## src/rtl/lat_sequencer.sv

```systemverilog
// lat_sequencer: command-driven LAT / data-phase timing generator for a daisy
// chain of LED drivers, stepped by rising edges of an externally generated SCLK.
module lat_sequencer #(
  parameter int N_DRIVERS   = 1,
  parameter int WORD_BITS   = 48,
  parameter int FCWRTEN_LEN = 15,
  parameter int WRTFC_LEN   = 5,
  parameter int FC_ON_RESET = 1
) (
  input  logic       clk,
  input  logic       rst,
  input  logic       SCLK,
  input  logic       cmd_valid,
  input  logic [1:0] cmd,
  output logic       cmd_ready,
  input  logic       force_fc,
  output logic       en,
  output logic       LAT,
  output logic       data_phase,
  output logic       done
);

  localparam int DATA_LEN = WORD_BITS * N_DRIVERS;
  localparam int CNT_W    = $clog2(FCWRTEN_LEN + DATA_LEN + 2);

  typedef logic [CNT_W-1:0] cnt_t;

  typedef enum logic [1:0] {
    MODE_FC        = 2'd0,
    MODE_WRTGS     = 2'd1,
    MODE_LATGS     = 2'd2,
    MODE_LINERESET = 2'd3
  } mode_t;

  // Window edges of the FC frame (FCWRTEN, data, WRTFC) and of the data frames.
  localparam cnt_t CNT_ONE      = cnt_t'(1);
  localparam cnt_t FC_LAST      = cnt_t'(FCWRTEN_LEN + DATA_LEN + 1);
  localparam cnt_t FC_EN_END    = cnt_t'(FCWRTEN_LEN);
  localparam cnt_t FC_DATA_BEG  = cnt_t'(FCWRTEN_LEN + 1);
  localparam cnt_t FC_WRT_BEG   = cnt_t'(FCWRTEN_LEN + DATA_LEN + 1 - WRTFC_LEN);
  localparam cnt_t FC_WIN_END   = cnt_t'(FCWRTEN_LEN + DATA_LEN);
  localparam cnt_t DATA_END     = cnt_t'(DATA_LEN);
  localparam cnt_t DATA_LAST    = cnt_t'(DATA_LEN + 1);
  localparam cnt_t LAT_BEG_GS   = cnt_t'(DATA_LEN);
  localparam cnt_t LAT_BEG_LAT  = cnt_t'(DATA_LEN - 2);
  localparam cnt_t LAT_BEG_LINE = cnt_t'(DATA_LEN - 6);

  mode_t mode;
  cnt_t  counter;
  cnt_t  last_cnt;
  cnt_t  lat_beg;
  logic  prev_sclk;
  logic  posedge_sclk;

  assign posedge_sclk = SCLK & ~prev_sclk;
  assign cmd_ready    = ~en & ~force_fc;

  always_comb begin
    last_cnt = DATA_LAST;
    lat_beg  = LAT_BEG_GS;
    case (mode)
      MODE_FC:        last_cnt = FC_LAST;
      MODE_WRTGS:     lat_beg  = LAT_BEG_GS;
      MODE_LATGS:     lat_beg  = LAT_BEG_LAT;
      MODE_LINERESET: lat_beg  = LAT_BEG_LINE;
      default:        lat_beg  = LAT_BEG_GS;
    endcase
  end

  // Counts 0 and last fall outside every window, giving a low-LAT SCLK at each boundary.
  always_comb begin
    LAT        = 1'b0;
    data_phase = 1'b0;
    if (en) begin
      if (mode == MODE_FC) begin
        LAT        = ((counter >= CNT_ONE) && (counter <= FC_EN_END)) ||
                     ((counter >= FC_WRT_BEG) && (counter <= FC_WIN_END));
        data_phase = (counter >= FC_DATA_BEG) && (counter <= FC_WIN_END);
      end else begin
        LAT        = (counter >= lat_beg) && (counter <= DATA_END);
        data_phase = (counter >= CNT_ONE) && (counter <= DATA_END);
      end
    end
  end

  // force_fc outranks a frame end and a pending command; an aborted frame gives no done.
  always_ff @(posedge clk or posedge rst) begin
    if (rst) begin
      counter   <= '0;
      prev_sclk <= 1'b0;
      done      <= 1'b0;
      mode      <= MODE_FC;
      en        <= (FC_ON_RESET != 0);
    end else begin
      prev_sclk <= SCLK;
      done      <= 1'b0;
      if (force_fc) begin
        mode    <= MODE_FC;
        counter <= '0;
        en      <= 1'b1;
      end else if (cmd_valid && cmd_ready) begin
        mode    <= mode_t'(cmd);
        counter <= '0;
        en      <= 1'b1;
      end else if (en && posedge_sclk) begin
        if (counter == last_cnt) begin
          en      <= 1'b0;
          counter <= '0;
          done    <= 1'b1;
        end else begin
          counter <= counter + CNT_ONE;
        end
      end
    end
  end

endmodule

```

## config.mk

```make
export PLATFORM = sky130hd
export DESIGN_NAME = lat_sequencer
export DESIGN_NICKNAME = d
export VERILOG_FILES = /design/src/rtl/lat_sequencer.sv
export SDC_FILE = /design/constraint.sdc
export NUM_CORES = 1
export LEC_CHECK = 0
export CAP_MARGIN = 20
export CORE_MARGIN = 1
export CORE_UTILIZATION = 58
export CTS_BUF_LIST = sky130_fd_sc_hd__clkbuf_16
export DETAILED_ROUTE_END_ITERATION = 8
export GPL_TIMING_DRIVEN = 1
export HOLD_SLACK_MARGIN = 0.06
export PLACE_DENSITY = 0.83
export SYNTH_ARGS = -nofsm -noshare
export SYNTH_HDL_FRONTEND = slang
export SYNTH_SLANG_ARGS = --single-unit
```

## constraint.sdc

```tcl
create_clock -name clk -period 4.05 [get_ports clk]
set_input_delay 0.81 -clock clk [delete_from_list [all_inputs] [get_ports clk]]
set_output_delay 0.81 -clock clk [all_outputs]
set_load 0.1 [all_outputs]
```

Yosys cells after proc, flatten, opt, wreduce, memory -nomap -nowiden. Cells that the tools add are included.

$add $sub $neg: 1. Order comparisons: 7. Eq/ne operators: 3. Mux-type cells: 20. Bitwise logic cells: 5. Reduce and logical (&&, ||, !) cells: 13.

Operators with widths (number): 7-bit 2-to-1 mux (5); 7-bit by 6-bit <= comparator with 1-bit output (second input constant) (2); 1-bit 2-to-1 mux (12); 5-bit one-hot mux with 2 select lines (1); 7-bit by 1-bit adder with 7-bit output (second input constant) (1); 7-bit == test (1); 7-bit by 1-bit >= comparator with 1-bit output (second input constant) (1); 7-bit by 5-bit >= comparator with 1-bit output (second input constant) (1); 7-bit by 6-bit >= comparator with 1-bit output (second input constant) (1); 7-bit >= comparator (1); 7-bit by 4-bit <= comparator with 1-bit output (second input constant) (1); 1-bit logical AND (7); 3-bit nonzero test (2); 2-bit == test (second input constant) (2); 2-bit 2-to-1 mux (2); 1-bit NOT (3); 1-bit AND (2); 2-bit logical NOT (1); 2-bit AND reduction (1); 2-bit nonzero test (1); 1-bit logical OR (1).

Register bits after elaboration: 12. Input port bits: 7. Output and inout bits: 5. Logic and storage cells: 54.

Logic depth before layout (Yosys ltp).
Word-level depth: 7. Gate-level depth with buffers: 6. Mapped depth without buffers: 6.

Worst setup path after synthesis. No wires, ideal clock.

Path kind: reg-to-output. Start: reg en. End: out data_phase. Arrival: 3343 ps. Data required time: 3240 ps. Setup slack: -103 ps. Cell stages (with the launch flop): 5. Buffers on the path: 0. Cell sequence: dfstp_2 -> nand2b_1 -> nor2_1 -> o21ai_0 -> o21ai_0.

Longest elaborated chain between the ends: 1.

RTL lines: from (decl) (RTL line 17) `output logic en,`; from (signal assigned) (RTL line 93) `en <= (FC_ON_RESET != 0);`; 1-bit 2-to-1 mux (RTL line 74) `if (en) begin`; to (decl) (RTL line 19) `output logic data_phase,`.

Every way passes these cells.

Worst setup path in the final report.
Start: reg mode[0]. End: out LAT.

Longest elaborated chain between the ends: 6. Elaborated cells on any way between the ends: 8. Those cells by class: order compare: 1; eq/ne: 2; mux: 3; reduce/logical: 2.

RTL lines: from (decl) (RTL line 48) `mode_t mode;`; from (signal assigned) (RTL line 102) `mode <= mode_t'(cmd);`; 2-bit == test (RTL line 61) `case (mode)`; 5-bit one-hot mux with 2 select lines (RTL line 61); 7-bit >= comparator (RTL line 80) `LAT = (counter >= lat_beg) && (counter <= DATA_END);`; 1-bit logical AND (RTL line 80); 1-bit 2-to-1 mux * (RTL line 75) `if (mode == MODE_FC) begin`; 1-bit 2-to-1 mux * (RTL line 74); to (decl) (RTL line 18) `output logic LAT,`.

Every way passes the cells marked *; elsewhere a longest branch is shown, timed or not.

==> summary.md <==
| Metric | Value |
|---|---|
| Routed wire length | 2110 um |
| Antenna Nets Post-Route | 0 |
| Number of flops mapped to enable cells by yosys | 0 |
| Fin. Hold Viols | 0 |
| Crit path launch type | flip-flop |
| Total congestion overflow | 0 |
| Mapped Nets | 117 |
| FFs w/ async S/R, synth | 100% |
| Number of global-route vias before repair | 769 |
| Antenna violations before repair | 0 |
| First-pass GRT wire length | 3610 um |
| Core area | 0.00151 mm2 |
| Fin crit share | 71.3% |
| Max Cap Viol | 0 |
| Die H | 42.4 um |
| Final min period | 2.89 ns |
| Distinct cells, synth | 43 |
| Port bufs | 11 |
| Cells after DPL | 124 |
| Seq/Total Area, Yosys | 31.9% |
| Post-route insts no fill | 128 |
| Setup TNS | 0 ns |
| RSZ-0062 raised after global routing | no |
| Relative slew slack | 35.4% |
| Max-slew violations | 0 |
| DIE AREA | 0.00180 mm2 |
| WHS | 0.612 ns |
| Fin area | 0.00108 mm2 |
| Setup Buffers After CTS | 0 |
| CTS Buffer Depth | 2 |
| Worst Setup Path Type | flip-flop to primary output |
| Total power | 0.345 mW |
| Hold_buf cts | 0 |
| Seq cells post-synth | 12 |
| Router iterations before antenna repair | 4 |
| Area share of xor/xnor cells in the synthesized design | 2.78% |
| Final Skew | 0.00181 ns |
| Pleak | 0.471 nW |
| CTS tree | built |
| Number of core rows | 14 |
| Top cells by area, synth | dfrtp_1, ha_1, nor2_1, buf_6, o21ai_0 |
| Pre-CTS setup slack | 1.38 ns |
| Synthesized area | 946 um2 |
| GPL Wtd Cong | 0.900 |
| Maximum vdd drop | 0.295 mV |
| Final setup viols | 0 |
| CP required | 3.24 ns |
| Placed cell area | 0.00101 mm2 |
| Total GRT Usage | 26.8% |
| Post-DP HPWL | 1520 um |
| Worst-Margin Slew | 0.966 ns |
| Post-synthesis compound-gate area fraction | 18.0% |
| Critical-path maximum fanout | 6 |
| Gate Count Post-Synth | 103 |
| Detailed-route via count | 825 |
| Largest net degree at the start of global routing | 14 |
| Die width | 42.4 um |
| Syn Area/Cell | 9.18 um2 |
| PD cells | 318 mW/mm2 |
| Initial DRC Count | 35 |
| Synth warn | 0 |
| Mux cell area share after synthesis | 1.06% |
| Clock transition at path regs | 0.04 ns |
| Total CTS buffers | 3 |
| Synth-to-layout area growth | 14.7% |
| Worst min-delay path class | flip-flop to flip-flop |
| Starting density of the core | 62.8% |
| Status | complete, no violations |
| Clock Root Buffer | clkbuf_16 |
| Layout cells sized above 1 | 13.4% |
| Post-CTS Resized | 0 |
| DR vias/cell | 6.45 |
| Primary FF master, synth | dfrtp_1 |
| Synth Area in Simple Gates | 28.0% |
| Post-Synth Adder-Cell Area | 9.26% |
| Synth top area share | 29.1% |
| Final cell utilization of the core | 72.0% |
| Setup crit end kind | primary output |
| Largest family of logic cells by synthesized area | simple AND/OR/NAND/NOR gates |
| # DRC | 0 |
| Antenna Cells | 0 |
| Final worst setup slack | 1.16 ns |
| Nets | 127 |
| TritonCTS Sinks | 12 |
| Io pins | 12 |
| Cell taking the most area after synthesis | dfrtp_1 |
| Clock H-tree levels | 1 |
| Arr. time, crit path | 2.08 ns |
| Peak Freq | 0.346 GHz |
| WL/cell | 16.5 um |
| Skew-Pair Late Insertion Delay | 0.24 ns |
==> flip-flops by register name, summed over array words and instances (netlist names) <==
name / flops
counter: 7
done: 1
en: 1
mode: 2
prev_sclk: 1
==> power by group <==
group	switching [mW]	internal (mW)
logic	0.0250	0.0145
clock network	0.0493	0.130
registers	0.00401	0.122
==> layout by cell type (no fill, tap or decap), types with 2 or more instances in the layout <==
master           instances
nor2_1                  16
dfrtp_1                 11
clkdlybuf4s50_1          8
ha_1                     7
inv_1                    6
o21ai_0                  5
nand2_1                  4
a21oi_1                  3
nand2b_1                 3
nor3_1                   3
o31ai_1                  3
xor2_1                   3
clkbuf_16                3
buf_4                    3
nor2b_1                  2
o21ai_1                  2
nor4_1                   2
nand3_1                  2
==> layout make-up <==
class | count | area (um2)
clock buffers | 3 | 75.1
clock inverters | 1 | 3.75
fillers | 113 | 422
inverters | 6 | 22.5
multi-input cells | 79 | 559
flip-flops and latches | 12 | 302
well taps | 16 | 20.0
repair buffers | 11 | 103
==> worst max-delay path, cell delays in order (launching register included) <==
cell and delay [ns]:
dfrtp_1 0.42, nand2b_1 0.17, ha_1 0.29, nor2b_1 0.13, a311o_1 0.31, a31oi_1 0.18
o2bb2ai_1 0.10, buf_4 0.23
==> per-layer routing <==
| layer | vias up | GRT usage [%] | share of wire, % |
|---|---|---|---|
| met4 | 0 | 11.3 | 1.5 |
| li1 | 387 | - | - |
| met2 | 40 | 42.5 | 50 |
| met3 | 5 | 4.31 | 5.2 |
| met5 | - | 0 | 0 |
| met1 | 393 | 36.4 | 43 |
==> synthesized netlist by cell type (all sizes together) (2+ instances only) <==
cell type  count
nand3          3
nor3           4
or3            2
o31ai          3
a21oi          3
buf            4
clkbuf         2
nor2b          2
xor2           3
dfrtp         11
nor4           2
inv            6
o21ai          7
ha             7
nand2          4
nor2          16
nand2b         4
and3           2
==> worst paths after layout <==
check | from | end | slack, ns | depth (start not counted)
max in group asynchronous | rst | en | 2.82 | 2
min reg2reg | counter[6] | counter[6] | 0.61 | 1
min | counter[6] | counter[6] | 0.61 | 1
max reg2reg | en | counter[5] | 2.36 | 4
max | mode[0] | LAT | 1.16 | 7
min in group asynchronous | rst | counter[6] | 0.89 | 2
==> cell families (layout without fill, tap and decap cells) <==
family / count (synthesis) / in the layout
muxes: 1 / 1
xor gates and xnor gates: 3 / 3
AOI/OAI and AO/OA: 24 / 24
DFF: 12 / 12
and+or+nand+nor: 44 / 44
adders and majority gates: 7 / 7
buffers and inverters: 12 / 21
(Power assumes the default switching activity.)
